**config.mk**
```make
export PLATFORM = sky130hd
export DESIGN_NAME = vending_payer
export DESIGN_NICKNAME = d
export VERILOG_FILES = /design/src/rtl/vending_payer.sv
export SDC_FILE = /design/constraint.sdc
export NUM_CORES = 1
export LEC_CHECK = 0
export CORE_MARGIN = 2
export CORE_UTILIZATION = 39
export DETAILED_ROUTE_END_ITERATION = 12
export PLACE_DENSITY = 0.67
export SKIP_LAST_GASP = 1
export SLEW_MARGIN = 15
export SYNTH_ARGS = -nofsm -noshare
export SYNTH_HDL_FRONTEND = slang
export SYNTH_SLANG_ARGS = --single-unit
export TNS_END_PERCENT = 1
```
**constraint.sdc**
```tcl
create_clock -name sys_clk -period 4.78 [get_ports sys_clk]
set_input_delay 0.956 -clock sys_clk [delete_from_list [all_inputs] [get_ports sys_clk]]
set_output_delay 0.956 -clock sys_clk [all_outputs]
set_load 0.02 [all_outputs]
```
**src/rtl/vending_payer.sv**
```systemverilog
// Customer-side coin driver for the vending machine: pays for one cola with paced
// pOne/pHalf pulses from a small wallet and reports done, change and timeouts.
module vending_payer #(
    parameter int unsigned PRICE_H = 5,
    parameter int unsigned CNT_W   = 4,
    parameter int unsigned GAP_CYC = 2,
    parameter int unsigned TIMEOUT = 8
) (
    input  logic             sys_clk,
    input  logic             sys_rst_n,
    input  logic             buy_req,
    input  logic             refill,
    input  logic [CNT_W-1:0] refill_one,
    input  logic [CNT_W-1:0] refill_half,
    input  logic             PCola,
    input  logic             PMoney,
    output logic             pOne,
    output logic             pHalf,
    output logic             busy,
    output logic             done,
    output logic             err_funds,
    output logic             err_tmo,
    output logic [CNT_W-1:0] one_cnt,
    output logic [CNT_W-1:0] half_cnt,
    output logic [CNT_W-1:0] cola_cnt
);

    localparam int unsigned SUM_W = CNT_W + 2;
    localparam int unsigned GAP_W = (GAP_CYC > 1) ? $clog2(GAP_CYC) : 1;
    localparam int unsigned TMO_W = (TIMEOUT > 1) ? $clog2(TIMEOUT) : 1;

    localparam logic [1:0] S_IDLE   = 2'd0;
    localparam logic [1:0] S_INSERT = 2'd1;
    localparam logic [1:0] S_GAP    = 2'd2;
    localparam logic [1:0] S_WAIT   = 2'd3;

    logic [1:0]       state, state_nxt;
    logic [SUM_W-1:0] due, due_nxt, due_in, funds;
    logic [GAP_W-1:0] gap_cnt, gap_nxt;
    logic [TMO_W-1:0] tmo_cnt, tmo_nxt;
    logic             pone_nxt, phalf_nxt, busy_nxt, done_nxt, errf_nxt, errt_nxt;
    logic [CNT_W-1:0] one_nxt, half_nxt, cola_nxt;
    logic             take_coin, refill_ok;

    function automatic logic [CNT_W-1:0] sat_add(input logic [CNT_W-1:0] a,
                                                 input logic [CNT_W-1:0] b);
        logic [CNT_W:0] s;
        s = {1'b0, a} + {1'b0, b};
        return s[CNT_W] ? {CNT_W{1'b1}} : s[CNT_W-1:0];
    endfunction

    assign funds = (SUM_W'(one_cnt) << 1) + SUM_W'(half_cnt);

    // Next-state, coin selection and wallet bookkeeping.
    always_comb begin
        state_nxt = state;
        due_nxt   = due;
        due_in    = due;
        gap_nxt   = gap_cnt;
        tmo_nxt   = tmo_cnt;
        pone_nxt  = 1'b0;
        phalf_nxt = 1'b0;
        busy_nxt  = busy;
        done_nxt  = 1'b0;
        errf_nxt  = 1'b0;
        errt_nxt  = 1'b0;
        one_nxt   = one_cnt;
        half_nxt  = half_cnt;
        cola_nxt  = cola_cnt;
        take_coin = 1'b0;
        refill_ok = 1'b0;

        case (state)
            S_IDLE: begin
                if (buy_req) begin
                    if (funds >= SUM_W'(PRICE_H)) begin
                        busy_nxt  = 1'b1;
                        take_coin = 1'b1;
                        due_in    = SUM_W'(PRICE_H);
                        state_nxt = S_INSERT;
                    end else begin
                        errf_nxt = 1'b1;
                    end
                end else if (refill) begin
                    refill_ok = 1'b1;
                end
            end
            S_INSERT: begin
                gap_nxt   = '0;
                state_nxt = S_GAP;
            end
            S_GAP: begin
                if (gap_cnt == GAP_W'(GAP_CYC - 1)) begin
                    if (due != '0) begin
                        take_coin = 1'b1;
                        state_nxt = S_INSERT;
                    end else begin
                        tmo_nxt   = '0;
                        state_nxt = S_WAIT;
                    end
                end else begin
                    gap_nxt = gap_cnt + GAP_W'(1);
                end
            end
            default: begin
                if (PCola) begin
                    done_nxt  = 1'b1;
                    cola_nxt  = cola_cnt + CNT_W'(1);
                    busy_nxt  = 1'b0;
                    state_nxt = S_IDLE;
                end else if (tmo_cnt == TMO_W'(TIMEOUT - 1)) begin
                    errt_nxt  = 1'b1;
                    busy_nxt  = 1'b0;
                    state_nxt = S_IDLE;
                end else begin
                    tmo_nxt = tmo_cnt + TMO_W'(1);
                end
            end
        endcase

        // Coin pulse is registered so it is high exactly during INSERT.
        if (take_coin) begin
            if (due_in >= SUM_W'(2) && one_cnt != '0) begin
                pone_nxt = 1'b1;
                one_nxt  = one_cnt - CNT_W'(1);
                due_nxt  = due_in - SUM_W'(2);
            end else if (half_cnt != '0) begin
                phalf_nxt = 1'b1;
                half_nxt  = half_cnt - CNT_W'(1);
                due_nxt   = due_in - SUM_W'(1);
            end else begin
                pone_nxt = 1'b1;
                if (one_cnt != '0) begin
                    one_nxt = one_cnt - CNT_W'(1);
                end
                due_nxt = '0;
            end
        end

        if (PMoney) begin
            half_nxt = sat_add(half_nxt, CNT_W'(1));
        end
        if (refill_ok) begin
            one_nxt  = sat_add(one_nxt, refill_one);
            half_nxt = sat_add(half_nxt, refill_half);
        end
    end

    always_ff @(posedge sys_clk or negedge sys_rst_n) begin
        if (!sys_rst_n) begin
            state     <= S_IDLE;
            due       <= '0;
            gap_cnt   <= '0;
            tmo_cnt   <= '0;
            pOne      <= 1'b0;
            pHalf     <= 1'b0;
            busy      <= 1'b0;
            done      <= 1'b0;
            err_funds <= 1'b0;
            err_tmo   <= 1'b0;
            one_cnt   <= '0;
            half_cnt  <= '0;
            cola_cnt  <= '0;
        end else begin
            state     <= state_nxt;
            due       <= due_nxt;
            gap_cnt   <= gap_nxt;
            tmo_cnt   <= tmo_nxt;
            pOne      <= pone_nxt;
            pHalf     <= phalf_nxt;
            busy      <= busy_nxt;
            done      <= done_nxt;
            err_funds <= errf_nxt;
            err_tmo   <= errt_nxt;
            one_cnt   <= one_nxt;
            half_cnt  <= half_nxt;
            cola_cnt  <= cola_nxt;
        end
    end

endmodule

```
# [Word level (Yosys, flattened, before mapping)]
# Cells that the tools add are included.
[word_totals] ff_bits=30 output_inout_bits=18 inputBits=14 wordCells=112
[classes] bitwise_logic=3 reduce_logical=15 n_addsub=11 mux=59 eq_ne=9 n_lt_le_gt_ge=2
[ops] cell="$mux W4" n=13
[ops] cell="$mux W6" n=5
[ops] cell="$mux W1" n=26
[ops] cell="$mux W2" n=6
[ops] cell="$mux W3" n=4
[ops] cell="$add A4 B4 Y5" n=2
[ops] cell="$ne A2 B2 Y1 const B" n=4
[ops] cell="$reduce_and A4 Y1" n=2
[ops] cell="$reduce_bool A4 Y1" n=2
[ops] cell="$sub A4 B1 Y4 const B" n=2
[ops] cell="$add A5 B4 Y6" n=1
[ops] cell="$ge A6 B2 Y1 const B" n=1
[ops] cell="$ge A6 B3 Y1 const B" n=1
[ops] cell="$pmux W1 S2" n=3
[ops] cell="$pmux W2 S3" n=1
[ops] cell="$pmux W3 S2" n=1
[ops] cell="$reduce_bool A6 Y1" n=1
[ops] cell="$sub A6 B1 Y6 const B" n=1
[ops] cell="$sub A6 B2 Y6 const B" n=1
[ops] cell="$add A4 B1 Y5 const B" n=1
[ops] cell="$reduce_and A5 Y1" n=1
[ops] cell="$reduce_bool A5 Y1" n=1
[ops] cell="$add A4 B1 Y4 const B" n=1
[ops] cell="$ne A2 B1 Y1 const B" n=2
[ops] cell="other kinds (13)" n=16

# [Depth between registers and ports, before layout]
# Gate-level depths: netlist of run 1.
[logic_depth] depth_word=15 ltp_mapped=22 depth_no_buf=22

# [Worst setup path before layout of run 1]
# Ideal clock, no wire load.
[synth_timing] path_kind="flip-flop to flip-flop" from="reg one_cnt[0]" to="reg half_cnt[3]" path_stages_with_launch=21 t_required_ns=4.659 arrival_time_ns=4.543 setup_time_ns=0.121 period_less_slack_ns=4.664 path_slack_ns=0.116 cell_sequence="dfrtp_1 > ha_1 > inv_1 > fa_1 > or2_1 > o2111a_2 > o21ai_0 > inv_1 > ha_1 > nor3_1 > o211ai_1 > o21ai_2 > nand3_2 > mux2i_2 > or3_4 > nand2_1 > ha_1 > fa_1 > a21o_1 > a211o_2 > o22a_1"
[synth_via] elab_chain_len=15 word_cells_on_any_way=19 cone_classes="3 x add/sub; 2 x order compare; 12 x mux; 2 x reduce/logical"
[synth_lines] item="start, declared" line_no="23" text="output logic [CNT_W-1:0] one_cnt,"
[synth_lines] item="start signal, assigned" line_no="175" text="one_cnt <= one_nxt;"
[synth_lines] item="$add A5 B4 Y6" line_no="52" text="assign funds = (SUM_W'(one_cnt) << 1) + SUM_W'(half_cnt);"
[synth_lines] item="$ge A6 B3 Y1" line_no="76" text="if (funds >= SUM_W'(PRICE_H)) begin"
[synth_lines] item="$mux W6" line_no="76"
[synth_lines] item="$mux W6" line_no="75" text="if (buy_req) begin"
[synth_lines] item="$mux W6" line_no="73" text="case (state)"
[synth_lines] item="$ge A6 B2 Y1" line_no="123" text="if (due_in >= SUM_W'(2) && one_cnt != '0) begin"
[synth_lines] item="$logic_and A1 B1 Y1" line_no="123"
[synth_lines] item="$mux W4" line_no="123"
[synth_lines] item="$mux W4 *" line_no="122" text="if (take_coin) begin"
[synth_lines] item="$add A4 B1 Y5" line_no="48" text="s = {1'b0, a} + {1'b0, b};"
[synth_lines] item="$mux W4" line_no="49" text="return s[CNT_W] ? {CNT_W{1'b1}} : s[CNT_W-1:0];"
[synth_lines] item="$mux W4 *" line_no="140" text="if (PMoney) begin"
[synth_lines] item="$add A4 B4 Y5" line_no="48"
[synth_lines] item="$mux W4" line_no="49"
[synth_lines] item="$mux W4 *" line_no="143" text="if (refill_ok) begin"
[synth_lines] item="named net half_nxt[3]" line_no="42" text="logic [CNT_W-1:0] one_nxt, half_nxt, cola_nxt;"
[synth_lines] item="end signal, assigned" line_no="176" text="half_cnt <= half_nxt;"
[synth_lines] item="end, declared" line_no="24" text="output logic [CNT_W-1:0] half_cnt,"
# The timed path passes the listed nets; every way through them passes the cells marked *.
# A chain may end at the register's enable or synchronous reset.

# [Final worst setup path of run 1]
[layout_timing] from="reg one_cnt[0]" to="reg half_cnt[0]"
# The elaborated chain is that of the path after synthesis.

==> qor.yml, run 1 <==
synth_top_area_cell: "dfrtp_1"
fp.dieH_um: 80.5
n_antenna_cell: 0
area_growth_pct: 26.1
coreArea_um2: 5570
synth_ff_type: "dfrtp_1"
fin_crit_sh_pct: 96.3
post-place-cells: 356
syn_avg_cell_area_um2: 9.25
fin_hold_ws_ns: 0.471
ys_ff_latch: 30
cts.sinks: 30
root_buffer: "clkbuf_8"
max_stage_delay_ns: 0.43
layout.cells.most_common_list: "clkdlybuf4s50_1, dfrtp_1, nor2_1, nand2_1, ha_1"
yosys.area.top_type_share_pct: 32.9
crit_slowest_cell: "fa_2"
ios: 32
grt_pass1_vias: 1973
cts_buffers: 5
arrival_ns: 4.75
syn-num-nets: 288
syn_area_um2: 2280
report.final.slew_viol_count: 0
initial_core_util_pct: 41.0
layout_commonest_cell: "clkdlybuf4s50_1"
antenna_left: 0
status: "finished, final reports clean"
grt_max_degree: 31
hold_viol: 0
antenna_found_initial: 0
critPathBufInv: 2
cts_hold_buf: 0
cts_tree: "yes"
dp_hpwl_um: 3930
ys_async_sr_fraction_pct: 100
routabilityCongestion: 0.876
critPathMaxFanout: 4
path_clk_slew_ns: 0.07
drt-total-wl_um: 5190
final_cells: 366
die_x_um: 80.5
worst_slew_pin_slew_ns: 0.487
dieArea_um2: 6490
end_kind: "flip-flop"
relSlewSlack_pct: 67.2
fin_tns_setup_ns: 0
post_dp_cell_area_um2: 2730
worst_ep_required_time_ns: 4.92
skew_ns: 0.00724
yosys-top-cells-area: "dfrtp_1, ha_1, nand2_1, nor2_1, xnor2_1"
yosysWarnings: 0
cpLargestDelayFamily: "compound AO/OA/AOI/OAI gates"
rows: 27
crit_type: "reg -> reg"
fin_area_um2: 2880
max_freq_mhz: 217
portBuffers: 31
cap_violations: 0
synth.distinct_cells: 65
critPathLaunchType: "flip-flop"
wl_per_cell_um: 14.2
fill_cells: 524
drt-pass1-iter-count: 4
clk_path_buf_depth: 2
power.leakage_nw: 1.27
period_needed_ns: 4.60
drcViolationCount: 0
grt_usage_pct: 17.3
syn_inst: 247
vias_per_cell: 5.43
crit_chain: "ha_2 -> inv_1 -> fa_2 -> o21bai_2 -> o2111a_2 -> o21ai_2 -> inv_1 -> ha_1 -> nor3_2 -> o211ai_1 -> o21ai_2 -> nand3_2 -> mux2i_2 -> or3_4 -> nand2_1 -> ha_2 -> fa_2 -> a21o_1 -> a211o_2 -> nor2_1 -> a31oi_1"
htreeDepth: 2
grt_pass1_wl_um: 8790
peakVddDrop_mv: 0.337
drive_gt1_share_pct: 19.7
seq_area_frac_synth_pct: 32.9
vias: 1987
synth_edf_count: 0
insertion_delay_ns: 0.28
powerDensity_nw_per_um2: 669
final_util_pct: 51.7
setup-violations-final: 0
hold_path.class: "reg -> reg"
drt-initial-drc-count: 83
num-nets-final: 334
grt_overflow: 0
[worst paths after layout]
check | start | to | slack, ns | cells past startpoint
setup / recovery | one_cnt[0] | half_cnt[0] | 0.18 | 21
hold / removal | cola_cnt[3] | cola_cnt[3] | 0.47 | 1
setup reg to reg | one_cnt[0] | half_cnt[0] | 0.18 | 21
hold reg to reg | cola_cnt[3] | cola_cnt[3] | 0.47 | 1
max in group asynchronous | sys_rst_n | half_cnt[2] | 3.42 | 2
min in group asynchronous | sys_rst_n | state[1] | 1.06 | 2
[worst register-to-register path, stage by stage, from the launching register on]
cell and delay, ns:
dfrtp_1 0.39, ha_2 0.20, inv_1 0.09, fa_2 0.44, o21bai_2 0.22, o2111a_2 0.18, o21ai_2 0.17, inv_1 0.08
ha_1 0.19, nor3_2 0.23, o211ai_1 0.14, o21ai_2 0.26, nand3_2 0.16, mux2i_2 0.23, or3_4 0.17, nand2_1 0.05
ha_2 0.19, fa_2 0.35, a21o_1 0.20, a211o_2 0.33, nor2_1 0.13, a31oi_1 0.05
[stage by stage]
stage / setup WS, ns / power [mW]
floorplan: 0.116 / 1.30
global placement: 0.138 / 1.63
detailed placement: 0.0296 / 1.66
CTS: 0.0603 / 1.89
global route: -0.0806 / 2.11
finish: 0.178 / 1.93
[metal layers]
| metal | up-vias | wire length, um | GRT usage [%] |
|---|---|---|---|
| li1 | 990 | - | - |
| met1 | 942 | 2330 | 22.0 |
| met2 | 48 | 2570 | 28.5 |
| met3 | 7 | 212 | 3.82 |
| met4 | 0 | 82 | 6.27 |
| met5 | - | 0 | 0 |
[state kept, by name, summed over array words and instances (netlist names)]
signal and count:
one_cnt 4, half_cnt 4, due 6, pHalf 1, done 1, err_tmo 1
tmo_cnt 3, gap_cnt 1, cola_cnt 4, pOne 1, busy 1, state 2
err_funds 1
[what timing repair did]
item / CTS / global route
gates resized for setup: 0 / 14
setup buffers: 0 / 2
setup endpoints to repair: 0 / 4
[where the power goes]
part           switching [mW]  internal, mW
Clock                  0.0978         0.116
Combinational           0.650         0.580
Sequential              0.123         0.361
[cell usage after synthesis, types with 2 or more instances]
cell and count:
mux2_2 3, a31oi_1 7, fa_1 3, or2_2 2, ha_1 24, and2_1 3
xnor2_1 7, or3_1 2, o31a_1 2, o211ai_1 4, and2_2 2, buf_6 2
o21ai_0 12, nand2_2 2, a21oi_1 12, o22a_1 4, nor2_1 25, nor3_1 5
nand3_1 4, nor4_1 3, nand2_1 25, a21o_1 4, xor2_1 3, inv_1 16
dfrtp_1 30, a22o_1 2
[layout make-up]
class                           count  area (um2)  area share [%]
Clock inverter                      2        12.5           0.434
Multi-Input combinational cell    197        1480            51.3
Clock buffer                        6        82.6            2.87
Timing Repair Buffer               43         404            14.0
Inverter                           16        60.1            2.08
Sequential cell                    30         753            26.1
Tap cell                           72        90.1            3.13
[logic make-up (layout without fill, tap and decap cells)]
family,count (synthesis),in the layout,synth area share [%]
AND/OR/NAND/NOR,87,87,19.3
AO/OA/AOI/OAI,68,68,21.7
flip-flops,30,30,32.9
adder cells (fa/ha/maj),27,27,15.8
buffers and inverters,20,67,4.00
XOR/XNOR,10,10,3.83
multiplexers,5,5,2.52
Note: power is estimated with default switching activity, not from simulation.
==> inputs of run 2 (changes only) <==
--- a/config.mk
+++ b/config.mk
@@ -8,7 +8,7 @@
 export CORE_MARGIN = 2
 export CORE_UTILIZATION = 39
 export DETAILED_ROUTE_END_ITERATION = 12
-export PLACE_DENSITY = 0.67
+export PLACE_DENSITY = 0.64
 export SKIP_LAST_GASP = 1
 export SLEW_MARGIN = 15
 export SYNTH_ARGS = -nofsm -noshare
==> constraint.sdc (replaced) <==
create_clock -name sys_clk -period 5.2 [get_ports sys_clk]
set_input_delay 1.04 -clock sys_clk [delete_from_list [all_inputs] [get_ports sys_clk]]
set_output_delay 1.04 -clock sys_clk [all_outputs]
set_load 0.02 [all_outputs]
==> run 2 against run 1 <==
  * Die area did not move
  * Via count up 0.50%
  * Routed wire length is 6.0% lower
  * Fmax decreased by 4.6%
  * Sequential cell count is the same
  * Critical path depth rose by 1
  * Largest power group unchanged
  * Clock power increased by 38%
  * Sequential power shrank 7.4%
  * Hold slack worse by 0.0033 ns
  * Critical endpoint unchanged
  * First-iteration DRC count up 36%
  * Clock skew is 0.0011 ns lower
==> qor.yml, run 2 (synthesized netlist as in run 1, its figures left out) <==
path_clk_slew_ns: 0.07  # about the same
setup-violations-final: 0  # unchanged
n_antenna_cell: 0  # unchanged
vias: 1997  # +0.50%
largest_reg_flops: 6  # unchanged
drcViolationCount: 0  # unchanged
grt_usage_pct: 16.6  # -0.70 points
vias_per_cell: 5.56  # +2.5%
antenna_left: 0  # unchanged
layout.cells.most_common_list: "clkdlybuf4s50_1, dfrtp_1, nor2_1, nand2_1, ha_1"
critPathMaxFanout: 6  # +2
drt-initial-drc-count: 113  # +36%
num-nets-final: 327  # -2.1%
grt_pass1_vias: 1892  # -4.1%
root_buffer: "clkbuf_8"
initial_core_util_pct: 41.0  # unchanged
htreeDepth: 2  # unchanged
timing.final.ws_setup_ns: 0.378  # +0.200 ns
reg2reg_slack_ns: 0.38  # +0.20 ns
ios: 32  # unchanged
hold_viol: 0  # unchanged
insertion_delay_ns: 0.28  # about the same
critPathLaunchType: "flip-flop"
arrival_ns: 4.96  # +0.21 ns
largest_register: "due"
cts_hold_buf: 0  # unchanged
period_needed_ns: 4.82  # +0.220 ns
cts_tree: "yes"
worst_slew_pin_slew_ns: 0.577  # +0.0904 ns
report.final.slew_viol_count: 0  # unchanged
dp_hpwl_um: 3780  # -3.9%
max_freq_mhz: 207  # -4.6%
fin_area_um2: 2850  # -1.1%
worst_ep_required_time_ns: 5.34  # +0.42 ns
drt-total-wl_um: 4880  # -6.0%
rows: 27  # unchanged
die_x_um: 80.5  # unchanged
crit_end: "half_cnt[0]"
dieArea_um2: 6490  # unchanged
crit_type: "reg -> reg"
relSlewSlack_pct: 61.1  # -6.1 points
power.leakage_nw: 1.26  # -1.1%
grt_pass1_wl_um: 8490  # -3.4%
clk_path_buf_depth: 2  # unchanged
powerDensity_nw_per_um2: 631  # -5.7%
hold_path.class: "reg -> reg"
fin_hold_ws_ns: 0.468  # -0.00331 ns
skew_ns: 0.00610  # -0.00114 ns
drive_gt1_share_pct: 14.6  # -5.1 points
cts_buffers: 5  # unchanged
r2r_end: "half_cnt[0]"
layout_commonest_cell: "clkdlybuf4s50_1"
antenna_found_initial: 0  # unchanged
fin_tns_setup_ns: 0  # unchanged
post_dp_cell_area_um2: 2680  # -1.9%
dp_slack_ns: 0.0770  # +0.0475 ns
end_kind: "flip-flop"
reg2reg_depth: 22  # +4.8%
peakVddDrop_mv: 0.303  # -10%
routabilityCongestion: 0.842  # -3.9%
cap_violations: 0  # unchanged
r2r_start: "one_cnt[0]"
grt_overflow: 0  # unchanged
area_growth_pct: 24.8
fin_crit_sh_pct: 92.7  # -3.6 points
fp.dieH_um: 80.5  # unchanged
rsz0062_at_grt: "no"
wl_per_cell_um: 13.6  # -4.1%
drt-pass1-iter-count: 5  # +1
grt_max_degree: 31  # unchanged
crit_start: "one_cnt[0]"
portBuffers: 31  # unchanged
cts.sinks: 30  # unchanged
coreArea_um2: 5570  # unchanged
status: "finished, final reports clean"
run 2: metrics by stage:
| step | total power [mW] | utilization (%) | cells |
|---|---|---|---|
| 6_report | 1.80 | 51.1 | 359 |
| 4_1_cts | 1.78 | 50.6 | 357 |
| 2_1_floorplan | 1.19 | - | 247 |
| 5_1_grt | 1.96 | 51.1 | 359 |
| 3_3_place_gp | 1.46 | 48.0 | 349 |
| 3_5_place_dp | 1.48 | 48.0 | 349 |
run 2: power breakdown:
part	internal [mW]	total, mW	switching [mW]
Clock	0.204	0.294	0.0896
Sequential	0.331	0.448	0.117
Combinational	0.487	1.05	0.568
run 2: final cells by class:
type                       count  area [um2]
timing repair buffer          36         348
fill                         525        2720
sequential                    30         752
tap                           72        90.1
inverter                      16        60.1
clock inverter                 2        60.1
multi-input combinational    197        1460
clock buffer                   6        82.6
run 2: worst min-delay path by stage:
stage          slack (ns)   startpoint  cells past startpoint     endpoint
6_report             0.47  cola_cnt[3]                      1  cola_cnt[3]
5_1_grt              0.49  cola_cnt[3]                      1  cola_cnt[3]
4_1_cts              0.48  cola_cnt[3]                      1  cola_cnt[3]
3_5_place_dp         0.47  cola_cnt[3]                      1  cola_cnt[3]
3_3_place_gp         0.46  cola_cnt[3]                      1  cola_cnt[3]
2_1_floorplan        0.47   tmo_cnt[1]                      1   tmo_cnt[1]
run 2: worst max-delay path: stages (launching register included):
cell and delay [ns]:
dfrtp_2 0.43, ha_1 0.21, inv_1 0.06, fa_1 0.38, or2_1 0.27, o2111ai_1 0.15
nand3_1 0.20, nand2_2 0.17, inv_1 0.06, ha_1 0.18, nor3_1 0.20, o211ai_1 0.15
o21ai_2 0.24, nand3_2 0.18, mux2i_4 0.25, or3_4 0.17, nand2_1 0.05, ha_1 0.21
fa_1 0.41, a21o_1 0.19, a211o_2 0.36, nor2_1 0.12, a31oi_1 0.05
run 2: repair_timing:
action	in CTS	in global routing
resized for setup	0	5
hold endpoints to repair	0	0
endpoints found under the setup margin	0	4
buffers inserted	0	2
run 2: layer usage:
metal,wire [um],GRT usage [%],vias up
met4,50,4.41,0
met1,2340,22.5,966
li1,-,-,974
met5,0,0,-
met3,192,3.48,6
met2,2290,26.8,51
==> RTL edit 1, RTL diff (flow settings as in run 2) <==
Register the output `err_funds` once more, cleared by the reset; this adds one clock of latency there. The other outputs are not delayed to match.
--- a/src/rtl/vending_payer.sv
+++ b/src/rtl/vending_payer.sv
@@ -35,2 +35,4 @@
     localparam logic [1:0] S_WAIT   = 2'd3;
+
+    logic err_funds_s0;
 
@@ -158,3 +160,3 @@
             done      <= 1'b0;
-            err_funds <= 1'b0;
+            err_funds_s0 <= 1'b0;
             err_tmo   <= 1'b0;
@@ -172,3 +174,3 @@
             done      <= done_nxt;
-            err_funds <= errf_nxt;
+            err_funds_s0 <= errf_nxt;
             err_tmo   <= errt_nxt;
@@ -180,2 +182,10 @@
 
+    always_ff @(posedge sys_clk or negedge sys_rst_n) begin
+        if (!sys_rst_n) begin
+            err_funds <= '0;
+        end else begin
+            err_funds <= err_funds_s0;
+        end
+    end
+
 endmodule
Formal check against the unedited RTL: not equivalent (Yosys sat finds a counterexample within 4 cycles, from zero or initial values and one cycle with sys_rst_n low).
==> RTL edit 1 against run 2 <==
- setup slack lost 0.028 ns
- clock skew down 0.00092 ns
- area after synthesis rose by 1.1%
- critical endpoint is now half_cnt[2]
- die area is 1.0% higher
- sequential cell count is 1 higher
- wire length up 1.6%
- non-clock buffer count decreased by 1
- total power is 2.8% lower
- final area shrank 0.31%
==> RTL edit 1: results (changes against run 2) <==
first-pass GRT wire length=8.57 mm (was 8.49 mm); min Tclk post-route=4.85 ns (was 4.82 ns); R2R setup slack=0.35 ns (was 0.38 ns); outcome=completed (unchanged); CTS buffer count=5 (unchanged); Setup WS pre-CTS=0.0993 ns (was 0.0770 ns); Pre-Repair DR Iteration Count=4 (was 5); Post-DP HPWL=3.72 mm (was 3.78 mm); Cells after Synth=248 (was 247); share of layout cells above drive strength 1=0.143 (was 0.146); CP top delay family=simple AND/OR/NAND/NOR gates (was adder cells); worst-margin pin slew=0.500 ns (was 0.577 ns); routed vias/inst=5.46 (was 5.56); Post-synth top cells=dfrtp_1, nand2_1, nor2_1 (unchanged); worst hold slack=0.350 ns (was 0.468 ns); CP Data Arrival Time=5.00 ns (was 4.96 ns); post-synthesis sequential area ratio=0.336 (was 0.329); vias in the first global route=1859 (was 1892); Leakage=1.25 nW (was 1.26 nW); Peak VDD IR=298 uV (was 303 uV); Post-synth EDFFs=0 (unchanged); Post-Syn Nets=289 (was 288); placed inst area=2710 um2 (was 2680 um2); Final Skew=0.00518 ns (was 0.00610 ns); ranking of synthesized cells by area=dfrtp_1, ha_1, nand2_1 (unchanged); HP Class=reg2reg (unchanged); Initial DRC Count=60 (was 113); FFs w/ async S/R, synth=1.00 (unchanged); RePlAce Congestion=0.883 (was 0.842); largest net degree at the start of global routing=32 (was 31); WL/cell=13.7 um (was 13.6 um); overall global routing resource usage=0.169 (was 0.166)
RTL edit 1: changes by cell type after synthesis, sizes merged:
| cell | change |
|---|---|
| dfrtp | +1 |
RTL edit 1: cells by family (layout without fill, tap and decap cells):
family          after synthesis  in the layout  synth area share
simple gates                 87             87             0.191
compound gates               68             68             0.215
flops                        31             31             0.336
fa+ha+maj                    27             27             0.156
buf+inv                      20             59            0.0395
xor+xnor                     10             10            0.0379
mux                           5              5            0.0249
RTL edit 1: final timing paths:
path,endpoint,cells after the start,start
max in group asynchronous,one_cnt[0],2,sys_rst_n
worst max register to register,half_cnt[2],22,one_cnt[0]
min in group asynchronous,busy,2,sys_rst_n
worst max-delay path,half_cnt[2],22,one_cnt[0]
worst min-delay path,err_funds,0,err_funds_s0
worst min register to register,err_funds,0,err_funds_s0
RTL edit 1: report_power, final:
group	switching [mW]	internal (mW)
sequential	0.116	0.340
combinational	0.564	0.483
clock	0.102	0.143
RTL edit 1: cell type report:
class	count	area [um2]
clock inverters	3	43.8
well taps	75	93.8
inverters	16	60.1
clock buffers	5	68.8
fillers	568	2970
multi-input cells	197	1460
repair buffers	35	340
flip-flops and latches	31	777
RTL edit 1: timing repair:
item | in CTS | in global routing
setup endpoints to repair | 0 | 4
buffers inserted | 0 | 1
gates resized for setup | 0 | 5
RTL edit 1: per-stage QoR:
step                 util  instances
finish              0.489        362
floorplan               -        248
detailed placement  0.465        353
global placement    0.465        353
global route        0.489        362
CTS                 0.485        361
RTL edit 1: layer usage:
metal / global-route usage / wire [um]
met1: 0.229 / 2390
met2: 0.264 / 2260
met3: 0.0378 / 212
met4: 0.0593 / 99
met5: 0 / 0
RTL edit 1: worst register-to-register path, cell delays in order (launching register included):
cell and delay [ns]:
dfrtp_2 0.43, ha_1 0.21, inv_1 0.06, fa_1 0.39, or2_1 0.27, o2111ai_1 0.16
nand3_1 0.23, nand2_2 0.18, inv_1 0.06, ha_1 0.18, nor3_1 0.21, o211ai_1 0.15
o21ai_2 0.22, nand3_2 0.18, mux2i_4 0.24, or3_4 0.17, nand2_1 0.06, ha_1 0.21
fa_1 0.40, a21o_1 0.19, a211o_2 0.36, nor2_1 0.11, a311oi_1 0.05
==> RTL edit 2, RTL diff (config.mk and constraints of run 2) <==
Without the edit above. `TIMEOUT`: 8 -> 4.
--- a/src/rtl/vending_payer.sv
+++ b/src/rtl/vending_payer.sv
@@ -6,3 +6,3 @@
     parameter int unsigned GAP_CYC = 2,
-    parameter int unsigned TIMEOUT = 8
+    parameter int unsigned TIMEOUT = 4
 ) (
Behaviour: same outputs for any inputs over 4 cycles, from zero or initial values and one cycle with sys_rst_n low; that may be too few to reach the edited logic, so the function may still have changed.
==> RTL edit 2 against run 2 <==
- critical path depth fell by 3
- final area rose by 1.8%
- sequential cell count fell by 1
- area after synthesis rose by 2.1%
- largest cell class unchanged
- wire length rose by 5.6%
- final cell count rose by 4.2%
- total power fell by 5.7%
- core utilization fell by 1.5 points
- setup slack got worse by 0.0035 ns
==> RTL edit 2: results (changes against run 2) <==
Mapped Avg Cell Area=9.07 um2 (was 9.25 um2); GR met2 Demand/Resource=0.268 (about the same); final std cells w/o fill=374 (was 359); metal3 WL=181 um (was 192 um); NumNets Final=338 (was 327); M3 GR Usage=0.0389 (was 0.0348); overall global routing resource usage=0.173 (was 0.166); ranking of synthesized cells by area=dfrtp_1, ha_1, nand2_1 (unchanged); Met1 Routed Length=2.55 mm (was 2.34 mm); outcome=completed (unchanged); Reg2Reg Depth=19 (was 22); post-synthesis compound-gate area fraction=0.248 (was 0.217); Final Skew=0.00368 ns (was 0.00610 ns); Post-synth top cells=nand2_1, dfrtp_1, nor2_1 (was dfrtp_1, nand2_1, nor2_1); CP Data Arrival Time=5.00 ns (was 4.96 ns); Critical-path top delay cell=dfrtp_1 (was dfrtp_2); share of layout cells above drive strength 1=0.104 (was 0.146); slowest stage delay, CP=0.47 ns (was 0.43 ns); worst-margin pin slew=0.751 ns (was 0.577 ns); routed vias/inst=5.44 (was 5.56); Max Fanout on Critical Path=6 (unchanged); largest net degree at the start of global routing=30 (was 31); met2 wire length=2.36 mm (was 2.29 mm); area share of fa/ha/maj cells after synthesis=0.149 (was 0.158); Leakage=1.25 nW (was 1.26 nW); post-synthesis sequential area ratio=0.311 (was 0.329); Post-DP HPWL=3.96 mm (was 3.78 mm); number of distinct library cells after synthesis=56 (was 65); part of the cycle the worst path needs=0.928 (was 0.927); xor/xnor share of the synthesized area=0.0413 (was 0.0383); placed inst area=2780 um2 (was 2680 um2); met1 Use GR=0.239 (was 0.225); FFs w/ async S/R, synth=1.00 (unchanged); Initial DRC Count=165 (was 113); WL final=5.15 mm (was 4.88 mm); NetSw=0.752 mW (was 0.774 mW); filler cell count=529 (was 525); Post-Syn Nets=297 (was 288); Pre-Repair DR Iteration Count=4 (was 5); RePlAce Congestion=0.898 (was 0.842); Peak VDD IR=246 uV (was 303 uV); first-pass GRT wire length=8.81 mm (was 8.49 mm)
[RTL edit 2: repair_timing]
item                                    4_1_cts  5_1_grt
endpoints found under the hold margin         0        0
gates resized for setup                       0        1
endpoints found under the setup margin        0        4
[RTL edit 2: power groups by stage]
stage	Clock [mW]	Sequential, mW	Combinational [mW]
finish	0.252	0.429	1.01
global route	0.268	0.445	1.14
CTS	0.257	0.430	1.02
detailed placement	0	0.431	1.01
global placement	0	0.431	0.995
floorplan	0	0.460	0.681
[RTL edit 2: logic make-up (layout without fill, tap and decap cells)]
kind of cell,count (synthesis),in the layout
adders and majority gates,26,26
DFF,29,29
muxes,5,5
AOI/OAI and AO/OA,77,77
and+or+nand+nor,90,90
buffers and inverters,19,61
xor gates and xnor gates,11,11
[RTL edit 2: how the worst max path moves through the flow]
stage / from / endpoint / depth (start not counted)
after floorplan: half_cnt[2] / half_cnt[1] / 19
after global placement: buy_req / half_cnt[0] / 17
after detailed placement: buy_req / half_cnt[0] / 17
after CTS: half_cnt[1] / half_cnt[0] / 19
after global routing: half_cnt[1] / half_cnt[0] / 19
final: half_cnt[1] / half_cnt[0] / 19
[RTL edit 2: final cells by class]
cell class | instances | area share
clock buffer | 6 | 0.0285
clock inverter | 2 | 0.0129
inverter | 12 | 0.0155
multi-input combinational | 209 | 0.528
sequential | 29 | 0.250
tap | 75 | 0.0323
timing repair buffer | 41 | 0.133
[RTL edit 2: per-stage QoR]
stage | hold slack [ns] | total power [mW] | setup WS (ns)
detailed placement | 0.466 | 1.45 | 0.232
floorplan | 0.475 | 1.14 | 0.211
global placement | 0.462 | 1.43 | 0.306
global route | 0.500 | 1.86 | 0.0208
CTS | 0.480 | 1.70 | 0.330
finish | 0.470 | 1.69 | 0.375
